==> src/rtl/load_store_unit_pkg.sv <==
// Shared opcode constants, FSM state type and access-legality helpers for the
// data-side load/store unit.
package load_store_unit_pkg;

  localparam logic [5:0] OPCODE_LB  = 6'h20;
  localparam logic [5:0] OPCODE_LH  = 6'h21;
  localparam logic [5:0] OPCODE_LWL = 6'h22;
  localparam logic [5:0] OPCODE_LW  = 6'h23;
  localparam logic [5:0] OPCODE_LBU = 6'h24;
  localparam logic [5:0] OPCODE_LHU = 6'h25;
  localparam logic [5:0] OPCODE_LWR = 6'h26;
  localparam logic [5:0] OPCODE_SB  = 6'h28;
  localparam logic [5:0] OPCODE_SH  = 6'h29;
  localparam logic [5:0] OPCODE_SW  = 6'h2B;

  typedef enum logic [1:0] {
    ST_IDLE   = 2'd0,
    ST_ACCESS = 2'd1,
    ST_FINISH = 2'd2
  } lsu_state_t;

  function automatic logic is_load(input logic [5:0] op);
    case (op)
      OPCODE_LB, OPCODE_LH, OPCODE_LWL, OPCODE_LW,
      OPCODE_LBU, OPCODE_LHU, OPCODE_LWR: return 1'b1;
      default:                            return 1'b0;
    endcase
  endfunction

  function automatic logic is_store(input logic [5:0] op);
    case (op)
      OPCODE_SB, OPCODE_SH, OPCODE_SW: return 1'b1;
      default:                         return 1'b0;
    endcase
  endfunction

  // Unknown opcodes are reported as illegal so they take the error path.
  function automatic logic access_ok(input logic [5:0] op, input logic [1:0] n);
    case (op)
      OPCODE_LB, OPCODE_LBU, OPCODE_SB,
      OPCODE_LWL, OPCODE_LWR:            return 1'b1;
      OPCODE_LH, OPCODE_LHU, OPCODE_SH:  return ~n[0];
      OPCODE_LW, OPCODE_SW:              return (n == 2'b00);
      default:                           return 1'b0;
    endcase
  endfunction

endpackage

==> src/rtl/load_store_unit_load_extract.sv <==
// Combinational load formatter: selects, merges and extends returned byte lanes
// into the 32-bit register value.
module load_extract
  import load_store_unit_pkg::*;
(
  input  logic [5:0]  opcode_i,
  input  logic [1:0]  n_i,
  input  logic [31:0] readdata_i,
  input  logic [31:0] rt_i,
  output logic [31:0] result_o
);

  logic [7:0]  byte_sel;
  logic [15:0] half_sel;

  always_comb begin
    byte_sel = 8'(readdata_i >> {n_i, 3'b000});
    half_sel = 16'(readdata_i >> {n_i, 3'b000});
    result_o = '0;
    case (opcode_i)
      OPCODE_LB:  result_o = {{24{byte_sel[7]}}, byte_sel};
      OPCODE_LBU: result_o = {24'd0, byte_sel};
      OPCODE_LH:  result_o = {{16{half_sel[15]}}, half_sel};
      OPCODE_LHU: result_o = {16'd0, half_sel};
      OPCODE_LW:  result_o = readdata_i;
      // LWL fills the upper bytes from memory, keeping the low bytes of rt.
      OPCODE_LWL: begin
        case (n_i)
          2'd0:    result_o = {readdata_i[7:0],  rt_i[23:0]};
          2'd1:    result_o = {readdata_i[15:0], rt_i[15:0]};
          2'd2:    result_o = {readdata_i[23:0], rt_i[7:0]};
          default: result_o = readdata_i;
        endcase
      end
      OPCODE_LWR: begin
        case (n_i)
          2'd0:    result_o = readdata_i;
          2'd1:    result_o = {rt_i[31:24], readdata_i[31:8]};
          2'd2:    result_o = {rt_i[31:16], readdata_i[31:16]};
          default: result_o = {rt_i[31:8],  readdata_i[31:24]};
        endcase
      end
      default:    result_o = '0;
    endcase
  end

endmodule

==> src/rtl/load_store_unit.sv <==
// Data-side load/store engine: one Avalon transaction per accepted request.
// Define LSU_BUS_TIMEOUT_EN to abort accesses stalled for 65535 cycles.
module load_store_unit
  import load_store_unit_pkg::*;
#(
  parameter int ADDR_W = 32,
  parameter int DATA_W = 32
) (
  input  logic              clk,
  input  logic              reset,
  input  logic              start,
  input  logic [5:0]        opcode,
  input  logic [ADDR_W-1:0] eff_addr,
  input  logic [DATA_W-1:0] rt_data,
  output logic              busy,
  output logic              done,
  output logic [DATA_W-1:0] load_result,
  output logic              misaligned,
  output logic [ADDR_W-1:0] data_address,
  output logic              data_read,
  output logic              data_write,
  output logic [3:0]        data_byteenable,
  output logic [DATA_W-1:0] data_writedata,
  input  logic              data_waitrequest,
  input  logic [DATA_W-1:0] data_readdata
);

  lsu_state_t        state_q, state_d;
  logic [5:0]        op_q, op_d;
  logic [1:0]        n_q, n_d;
  logic [DATA_W-1:0] rt_q, rt_d;
  logic              err_q, err_d;
  logic [ADDR_W-1:0] addr_q, addr_d;
  logic              rd_q, rd_d;
  logic              wr_q, wr_d;
  logic [3:0]        be_q, be_d;
  logic [DATA_W-1:0] wd_q, wd_d;
  logic [DATA_W-1:0] res_q, res_d;
  logic [DATA_W-1:0] extracted;
  logic              timeout;

  load_extract u_load_extract (
    .opcode_i   (op_q),
    .n_i        (n_q),
    .readdata_i (data_readdata),
    .rt_i       (rt_q),
    .result_o   (extracted)
  );

`ifdef LSU_BUS_TIMEOUT_EN
  logic [15:0] cnt_q, cnt_d;

  // cnt_q counts stalled cycles already seen; this cycle is stall number cnt_q+1.
  always_comb begin
    cnt_d   = (state_q == ST_ACCESS && data_waitrequest) ? cnt_q + 16'd1 : 16'd0;
    timeout = (state_q == ST_ACCESS) && data_waitrequest && (cnt_q == 16'hFFFE);
  end

  always_ff @(posedge clk or posedge reset) begin
    if (reset) cnt_q <= 16'd0;
    else       cnt_q <= cnt_d;
  end
`else
  assign timeout = 1'b0;
`endif

  always_comb begin
    state_d = state_q;
    op_d    = op_q;
    n_d     = n_q;
    rt_d    = rt_q;
    err_d   = err_q;
    addr_d  = addr_q;
    rd_d    = rd_q;
    wr_d    = wr_q;
    be_d    = be_q;
    wd_d    = wd_q;
    res_d   = res_q;
    case (state_q)
      ST_IDLE: begin
        if (start) begin
          if (access_ok(opcode, eff_addr[1:0])) begin
            state_d = ST_ACCESS;
            err_d   = 1'b0;
            op_d    = opcode;
            n_d     = eff_addr[1:0];
            rt_d    = rt_data;
            addr_d  = {eff_addr[ADDR_W-1:2], 2'b00};
            rd_d    = is_load(opcode);
            wr_d    = is_store(opcode);
            case (opcode)
              OPCODE_LB, OPCODE_LBU, OPCODE_SB: be_d = 4'b0001 << eff_addr[1:0];
              OPCODE_LH, OPCODE_LHU, OPCODE_SH: be_d = 4'b0011 << eff_addr[1:0];
              default:                          be_d = 4'b1111;
            endcase
            case (opcode)
              OPCODE_SB: wd_d = {4{rt_data[7:0]}};
              OPCODE_SH: wd_d = {2{rt_data[15:0]}};
              OPCODE_SW: wd_d = rt_data;
              default:   wd_d = wd_q;
            endcase
          end else begin
            state_d = ST_FINISH;
            err_d   = 1'b1;
          end
        end
      end
      ST_ACCESS: begin
        if (!data_waitrequest) begin
          if (rd_q) res_d = extracted;
          rd_d    = 1'b0;
          wr_d    = 1'b0;
          state_d = ST_FINISH;
        end else if (timeout) begin
          rd_d    = 1'b0;
          wr_d    = 1'b0;
          err_d   = 1'b1;
          state_d = ST_FINISH;
        end
      end
      ST_FINISH: begin
        state_d = ST_IDLE;
      end
      default: begin
        state_d = ST_IDLE;
        rd_d    = 1'b0;
        wr_d    = 1'b0;
      end
    endcase
  end

  always_ff @(posedge clk or posedge reset) begin
    if (reset) begin
      state_q <= ST_IDLE;
      op_q    <= '0;
      n_q     <= '0;
      rt_q    <= '0;
      err_q   <= 1'b0;
      addr_q  <= '0;
      rd_q    <= 1'b0;
      wr_q    <= 1'b0;
      be_q    <= '0;
      wd_q    <= '0;
      res_q   <= '0;
    end else begin
      state_q <= state_d;
      op_q    <= op_d;
      n_q     <= n_d;
      rt_q    <= rt_d;
      err_q   <= err_d;
      addr_q  <= addr_d;
      rd_q    <= rd_d;
      wr_q    <= wr_d;
      be_q    <= be_d;
      wd_q    <= wd_d;
      res_q   <= res_d;
    end
  end

  assign busy            = (state_q == ST_ACCESS);
  assign done            = (state_q == ST_FINISH);
  assign misaligned      = (state_q == ST_FINISH) && err_q;
  assign load_result     = res_q;
  assign data_address    = addr_q;
  assign data_read       = rd_q;
  assign data_write      = wr_q;
  assign data_byteenable = be_q;
  assign data_writedata  = wd_q;

endmodule

==> config.mk <==
export PLATFORM = sky130hd
export DESIGN_NAME = load_store_unit
export DESIGN_NICKNAME = d
export VERILOG_FILES = /design/src/rtl/load_store_unit_pkg.sv /design/src/rtl/load_store_unit_load_extract.sv /design/src/rtl/load_store_unit.sv
export SDC_FILE = /design/constraint.sdc
export NUM_CORES = 1
export LEC_CHECK = 0
export CAP_MARGIN = 25
export CORE_MARGIN = 2
export CORE_UTILIZATION = 45
export DETAILED_ROUTE_END_ITERATION = 10
export PLACE_DENSITY = 0.76
export SLEW_MARGIN = 20
export SYNTH_ARGS = -nofsm -noshare
export SYNTH_HDL_FRONTEND = slang
export SYNTH_HIERARCHICAL = 1
export SYNTH_SLANG_ARGS = --single-unit
export TNS_END_PERCENT = 30
==> constraint.sdc <==
create_clock -name clk -period 6.6 [get_ports clk]
set_input_delay 1.32 -clock clk [delete_from_list [all_inputs] [get_ports clk]]
set_output_delay 1.32 -clock clk [all_outputs]
set_load 0.05 [all_outputs]
# Word level (Yosys, flattened, before mapping)
# Index checks and enable logic that the tools add are counted.
dict set report classes {
  bitwise 3
  eq_ne 24
  muxes 22
  reduce_logical 17
  shift 3
}
# operator count
set op_table {}
lappend op_table {{case mux 32 bit (3 select lines)} 3}
lappend op_table {{case mux 32 bit (7 select lines)} 1}
lappend op_table {{== test 6 bit, second input constant} 17}
lappend op_table {{>> shifter 32 x 5 -> 16 bit} 1}
lappend op_table {{two-way mux 1 bit} 10}
lappend op_table {{case mux 1 bit (3 select lines)} 3}
lappend op_table {{OR reduction 3 bit} 3}
lappend op_table {{case mux 4 bit (2 select lines)} 1}
lappend op_table {{AND reduction 4 bit} 2}
lappend op_table {{OR reduction 7 bit} 1}
lappend op_table {{zero test 2 bit} 3}
lappend op_table {{two-way mux 2 bit} 3}
lappend op_table {{inequality test 2 bit, second input constant} 3}
lappend op_table {{AND reduction 3 bit} 2}
lappend op_table {{OR reduction 5 bit} 1}
lappend op_table {{== test 2 x 1 -> 1 bit, second input constant} 2}
lappend op_table {{== test 2 bit, second input constant} 2}
lappend op_table {{case mux 2 bit (2 select lines)} 1}
lappend op_table {{AND reduction 2 bit} 2}
lappend op_table {{<< shifter 1 x 2 -> 4 bit, first input constant} 1}
lappend op_table {{<< shifter 2 x 2 -> 4 bit, first input constant} 1}
lappend op_table {{inverter 1 bit} 3}
lappend op_table {{nonzero test 3 bit} 1}
lappend op_table {{OR reduction 2 bit} 1}
lappend op_table {{logical AND 1 bit} 1}
dict set report word_totals {
  wordCells 80
  input_bits 106
  reg_bits 143
  output_inout_bits 105
}

# Longest topological paths before layout
# Gate-level depths: netlist of run 1.
dict set report logic_depth {
  depth_word 8
  mapped_depth 8
  ltp_nobuf 5
}

# Modules after synthesis
# Netlist of run 1, hierarchy kept.
# mod cells_per_inst instances area_each_um2 seq_area_each_um2
set modules_own_cells {}
lappend modules_own_cells {load_store_unit 389 1 5833.1 3578.4}
lappend modules_own_cells {load_extract 247 1 1691.6 0.0}

# Least setup slack after synthesis of run 1
# No wires, ideal clock.
dict set report synth_path {
  path_type {register to output}
  from {register state_q[1]}
  to {output misaligned}
  t_arrival_ns 1.661
  n_path_buf 0
  path_stages_with_launch 3
  t_required_ns 5.280
  path_slack_ns 3.619
  path_cell_list {dfrtp_1 > nor2b_1 > and2_1}
}
dict set report synth_via {
  elab_chain_len 2
}
# element line_no
set synth_rtl {}
lappend synth_rtl {{start, declared} load_store_unit.sv:28} ;# lsu_state_t state_q, state_d;
lappend synth_rtl {{start signal, assigned} load_store_unit.sv:146} ;# state_q <= state_d;
lappend synth_rtl {{== test 2 bit} n/a}
lappend synth_rtl {{named net done} load_store_unit.sv:16} ;# output logic done,
lappend synth_rtl {{logical AND 1 bit} load_store_unit.sv:162} ;# assign misaligned = (state_q == ST_FINISH) && err_q;
lappend synth_rtl {{end, declared} load_store_unit.sv:18} ;# output logic misaligned,
# The timed path passes the listed nets, and every way through them passes these cells.

# Final worst setup path of run 1
dict set report layout_path {
  from {input opcode[1]}
  to {register wd_q[20], in the netlist data_writedata[20]}
}
dict set report layout_via {
  elab_chain_len 6
  word_cells_on_any_way 19
  cone_classes {10 x eq/ne; 4 x mux; 5 x reduce/logical}
}
# element line_no
set layout_rtl {}
lappend layout_rtl {{start, declared} load_store_unit.sv:12} ;# input logic [5:0] opcode,
lappend layout_rtl {{== test 6 bit, on equally long branches} {load_store_unit_pkg.sv:39, load_store_unit.sv:96}}
lappend layout_rtl {{OR reduction 5 bit (tied with other cells)} load_store_unit_pkg.sv:39} ;# case (op)
lappend layout_rtl {{case mux 1 bit (3 select lines)} load_store_unit_pkg.sv:39}
lappend layout_rtl {{two-way mux 1 bit} load_store_unit.sv:81} ;# if (start) begin
lappend layout_rtl {{two-way mux 1 bit} load_store_unit.sv:79} ;# case (state_q)
lappend layout_rtl {{AND reduction 4 bit (no source line)} n/a}
lappend layout_rtl {{end signal, assigned} load_store_unit.sv:155} ;# wd_q <= wd_d;
lappend layout_rtl {{end, declared} load_store_unit.sv:37} ;# logic [DATA_W-1:0] wd_q, wd_d;
# Parallel ways exist; a longest one is shown, timed or not. The select of a mux whose other input is x is not followed.
# A chain may end at the register's enable or synchronous reset.

==> run summary, run 1 <==
Largest family of logic cells by synthesized area - multiplexers
Worst skew pair latency - 0.42 ns
Root Driver - clkbuf_16
Std-Cell Rows - 47
Fmax achieved - 0.278 GHz
CP endpoint kind - flip-flop
Die area - 17800 sq um
Antenna diode count - 0
Worst-path maximum fanout - 34
Sequential fraction of the synthesis area - 47.6%
Final setup fails - 0
Routed Antenna Nets - 0
DR DRC count - 0
Initial DRC Count - 691
Post-synth ARST share - 100%
Die H - 133 um
# hold bufs at CTS - 0
Final #Nets - 933
Area leader, netlist - dfrtp_1
Ranking of synthesized cells by area - dfrtp_1 48%, mux2_2 19%, mux2i_1 4.4%
Largest net degree at the start of global routing - 90
Clk_skew - 0.00837 ns
CTS clock-pin slew for the worst setup and hold paths - 0.06 ns
Gate Count Post-Synth - 636
Fillers - 1292
Post-synthesis mux area share - 28.5%
Setup TNS - 0 ns
RSZ-0062 raised after global routing - no
Die Span X - 133 um
Post-Synth Simple-Gate Area - 8.80%
Mapped Area - 7520 sq um
Synthesis-to-layout area growth - 36.8%
XOR/XNOR Fraction of Synth Area - 0%
Mean Syn Cell Area - 11.8 sq um
Slew Limit Fails - 0
Power per cell area - 340 nW/um^2
Critical path data required time - 6.90 ns
GRT overflow - 0
DRT Pass-1 Iters - 5
DP Cell Count - 1027
Share of the synthesized area in the top cell type - 47.6%
Compound-Gate Fraction of Synth Area - 10.2%
Total core area - 16500 sq um
Layout Cells excl Fill - 1060
Number of port buffers - 208
GP Congestion - 0.875
Hold Path Class - reg2reg
Tightest Pin Transition - 1.01 ns
Vias in the first global route - 6269
Leak - 4.48 nW
Num CTS Buffers - 17
Post-layout min period - 3.59 ns
First-pass GRT wire length - 35.9 mm
Post-synth cell types - 58
Post-DP HPWL - 16.3 mm
Status - finished clean
Crit start category - primary input
EDFF count, synth - 0
Clock Sinks - 143
Max-Cap Viols - 0
Critical Path AT - 3.90 ns
# Post-CTS Setup Buffers - 0
Starting density of the core - 45.7%
CTS tree - done
Vias per cell - 5.81
Routed wire length - 22.7 mm
Initial antenna violation count - 0
Layout cells sized above 1 - 22.9%
Synth Area in Adders - 0%
Slew headroom - 32.3%
VDD IR max - 0.257 mV
Clk buf depth - 2
Main synth FF type - dfrtp_1
Yosys Warn Count - 6
Detailed-route wire length per cell - 21.5 um
Synthesized flop and latch total - 143
CP Class - in2reg
Final hold violation count - 0
Io pins - 211
Vias - 6160
Total track usage - 26.1%
Post-cts resize count - 0
CTS H-tree depth - 4
Part of the cycle the worst path needs - 54.4%
[registers in the layout, indices dropped and copies added (netlist names)]
register and count:
load_result 32, data_byteenable 4, op_q 6, n_q 2, data_write 1, data_address 30
err_q 1, rt_q 32, data_read 1, state_q 2, data_writedata 32
[cells in the final DEF, fill, tap and decap left out, drive strengths merged, types with 4 or more instances in the layout]
cell type / n
a31oi: 4
o311ai: 5
mux2i: 33
and3: 4
o221ai: 5
inv: 34
clkinv: 6
nand2: 52
a32oi: 8
mux2: 149
mux4: 5
nand4: 5
a22oi: 14
clkbuf: 18
nor2b: 7
a222oi: 8
nor2: 22
nand2b: 9
o211ai: 13
o21ai: 18
clkdlybuf4s50: 208
o2bb2ai: 4
dfrtp: 143
buf: 7
a21oi: 12
nand3: 13
[synth_stat cells, types with 4 or more instances]
cell and instances:
mux2i_1 33, o221ai_1 5, buf_2 22, and3_1 4, o311ai_1 4, a222oi_1 8, o21ai_0 18, clkbuf_1 7
nand2b_1 9, nor2_1 20, nand2_1 52, inv_1 30, a32oi_1 8, buf_4 7, dfrtp_1 143, buf_6 4
nand4_1 5, nand3_2 5, o2bb2ai_1 4, mux2_1 19, mux2_4 6, mux2_2 124, nand3_1 8, nor2b_1 7
a21oi_1 12, mux4_2 5, o211ai_1 11, a22oi_1 14
[routing by layer]
metal | track usage (%) | up-vias | wire, um
met2 | 40.5 | 357 | 10500
li1 | - | 2713 | -
met5 | 0 | - | 0
met3 | 7.27 | 44 | 2170
met1 | 35.9 | 3046 | 9490
met4 | 7.62 | 0 | 544
[final cells by class]
| type | instances | area (sq um) | area share [%] |
|---|---|---|---|
| multi-input combinational | 420 | 3580 | 34.8 |
| sequential | 143 | 3580 | 34.8 |
| timing repair buffer | 215 | 2140 | 20.8 |
| clock buffer | 18 | 439 | 4.27 |
| tap | 220 | 275 | 2.67 |
| clock inverter | 14 | 158 | 1.53 |
| inverter | 30 | 118 | 1.14 |
[logic make-up after synthesis]
kind of cell / count (synthesis)
DFF: 143
other: 1
muxes: 187
buffers and inverters: 74
and+or+nand+nor: 129
AOI/OAI and AO/OA: 102
[path summary, 6_finish.rpt]
| path | start | end | slack (ns) | cells after the start |
|---|---|---|---|---|
| setup / recovery | opcode[1] | data_writedata[20] | 3.01 | 6 |
| hold / removal | op_q[5] | op_q[5] | 0.48 | 1 |
| setup reg to reg | n_q[0] | load_result[22] | 3.37 | 6 |
| hold reg to reg | op_q[5] | op_q[5] | 0.48 | 1 |
| max in group asynchronous | reset | data_byteenable[1] | 3.95 | 3 |
| min in group asynchronous | reset | data_address[9] | 1.39 | 2 |
[where the power goes]
part           leakage [nW]  internal, mW  total, mW  switching, mW
clock network         0.289         0.573      0.968          0.395
logic                  2.38         0.537       1.35          0.816
registers              1.81          1.04       1.18          0.134
total                  4.48          2.15       3.50           1.35
[critical path: stages]
cell and delay [ns]:
clkdlybuf4s50_1 0.56, a21oi_1 0.29, nand4_1 0.22, a31oi_4 0.24, and3_2 0.82, mux2_2 0.42
[through the flow]
step	total power [mW]	worst slack (ns)	hold WS, ns	cell area [sq um]	util, %
floorplan	2.06	1.44	0.442	7530	-
global placement	2.48	2.73	0.456	9680	58.8
detailed placement	2.52	2.60	0.470	9680	58.8
CTS	3.50	3.05	0.483	10300	62.4
global route	3.65	2.78	0.504	10300	62.5
finish	3.50	3.01	0.485	10300	62.5
(Power assumes the default switching activity.)
==> run 2: changes to the inputs <==
- CORE_UTILIZATION: 45 -> 44
- PLACE_DENSITY: 0.76 -> 0.77
- clock period: 6.6 -> 3.15 ns (I/O delays scaled with it)
==> run 2 against run 1 <==
Effect of this change:
- largest cell class is now flip-flops and latches
- core utilization down 0.091 points
- critical endpoint is now busy
- clock-buffer cell count rose by 3
- highest routed layer unchanged
- cell count up 1.0%
- design area is 0.92% higher
- sequential share of layout area down 0.32 points
- register-to-register slack worse by 2.8 ns
- via count shrank 1.7%
- combinational power increased by 110%
- non-clock buffer count up 11
- die area grew 2.2%
- setup slack worse by 2.5 ns
==> run summary, run 2 (synthesized netlist as in run 1, its figures left out) <==
Status - finished clean
Number of port buffers - 208
RSZ-0062 raised after global routing - no
Crit start category - flip-flop
Power per cell area - 699 nW/um^2
Post-DP HPWL - 15.7 mm
Vias per cell - 5.65
# hold bufs at CTS - 0
Critical Path AT - 1.97 ns
DR DRC count - 0
CTS H-tree depth - 4
Final setup fails - 0
Commonest non-fill, non-tap cell in the layout - clkdlybuf4s50_1
Die H - 135 um
VDD IR max - 0.515 mV
Worst reg-to-reg setup slack - 0.62 ns
Post-layout min period - 2.60 ns
First-pass GRT wire length - 34.1 mm
Root Driver - clkbuf_16
Final #Nets - 944
Initial DRC Count - 470
Final Cell Area - 10400 sq um
Post-cts resize count - 0
Vias in the first global route - 6386
Tightest Pin Transition - 1.03 ns
Total power - 7.26 mW
Clk buf depth - 2
Final hold violation count - 0
Detailed-route wire length per cell - 20.3 um
Worst r2r dst - load_result[6]
DRT Pass-1 Iters - 7
Area of the multi-input gates - 3580 sq um
# Post-CTS Setup Buffers - 0
Hold Path Class - reg2reg
Hold Path Stages - 1
Part of the cycle the worst path needs - 82.4%
Routed wire length - 21.8 mm
Hold endpoint - data_writedata[1]
Fillers - 1345
Commonest cells after routing, fill and taps aside - 208 x clkdlybuf4s50_1, 142 x dfrtp_1, 124 x mux2_2
Clock Sinks - 143
Die Span X - 135 um
Sequential cell area - 3580 sq um
CTS tree - done
DP Area - 9800 sq um
GRT overflow - 0
Setup TNS - 0 ns
Setup Slack @ Placement - 0.167 ns
Max-Cap Viols - 0
Setup slack after layout - 0.554 ns
Starting density of the core - 45.2%
Antenna diode count - 0
Clk_skew - 0.00894 ns
Total track usage - 24.4%
Synthesis-to-layout area growth - 38.0%
Slew Limit Fails - 0
Critical path data required time - 2.52 ns
Total core area - 16600 sq um
CTS clock-pin slew for the worst setup and hold paths - 0.06 ns
CP endpoint kind - primary output
Largest net degree at the start of global routing - 144
Routed Antenna Nets - 0
Io pins - 211
Num CTS Buffers - 17
Layout cells sized above 1 - 23.7%
CP Class - reg2out
Worst skew pair latency - 0.42 ns
Fmax achieved - 0.385 GHz
Vias - 6054
Worst-path maximum fanout - 4
Initial antenna violation count - 0
Die area - 18200 sq um
Leak - 4.54 nW
Worst reg-to-reg path cell count - 5
Hold Path Origin - data_writedata[1]
R2r startpoint - op_q[2]
Slew headroom - 31.2%
GP Congestion - 0.867
Std-Cell Rows - 47
run 2: worst max path at each step:
| stage | startpoint | end | slack [ns] | cells after the start |
|---|---|---|---|---|
| after floorplan | reset | data_address[10] | 0.73 | 1 |
| after global placement | opcode[2] | data_writedata[19] | 0.29 | 5 |
| after detailed placement | opcode[2] | data_writedata[19] | 0.17 | 5 |
| after CTS | state_q[0] | busy | 0.54 | 3 |
| after global routing | state_q[0] | busy | 0.44 | 3 |
| final | state_q[0] | busy | 0.55 | 3 |
run 2: final cells by class:
class / instances / area share, %
flip-flops and latches: 143 / 34.5
inverters: 30 / 1.12
repair buffers: 226 / 21.7
clock inverters: 11 / 1.01
multi-input cells: 420 / 34.4
well taps: 220 / 2.65
clock buffers: 21 / 4.63
run 2: report_power, final:
part / internal (mW) / switching [mW] / leakage (nW)
clock network: 1.18 / 0.812 / 0.284
registers: 2.18 / 0.291 / 1.81
logic: 1.15 / 1.64 / 2.44
run 2: routing by layer:
| metal | global-route usage, % | up-vias | wire, um |
|---|---|---|---|
| met5 | 0 | - | 0 |
| met4 | 10.3 | 0 | 716 |
| li1 | - | 2716 | - |
| met2 | 40.7 | 296 | 10700 |
| met1 | 29.9 | 2990 | 8660 |
| met3 | 6.68 | 52 | 1720 |
run 2: metrics by stage:
| stage | hold slack, ns | utilization [%] | cells |
|---|---|---|---|
| after CTS | 0.491 | 62.4 | 1071 |
| after global routing | 0.505 | 62.4 | 1071 |
| after detailed placement | 0.477 | 58.9 | 1039 |
| after floorplan | 0.442 | - | 637 |
| after global placement | 0.457 | 58.9 | 1038 |
| final | 0.483 | 62.4 | 1071 |
run 2: critical path: stages (launching register included):
cell and delay [ns]:
dfrtp_1 0.40, inv_1 0.10, nor2_1 0.20, clkdlybuf4s50_1 0.86
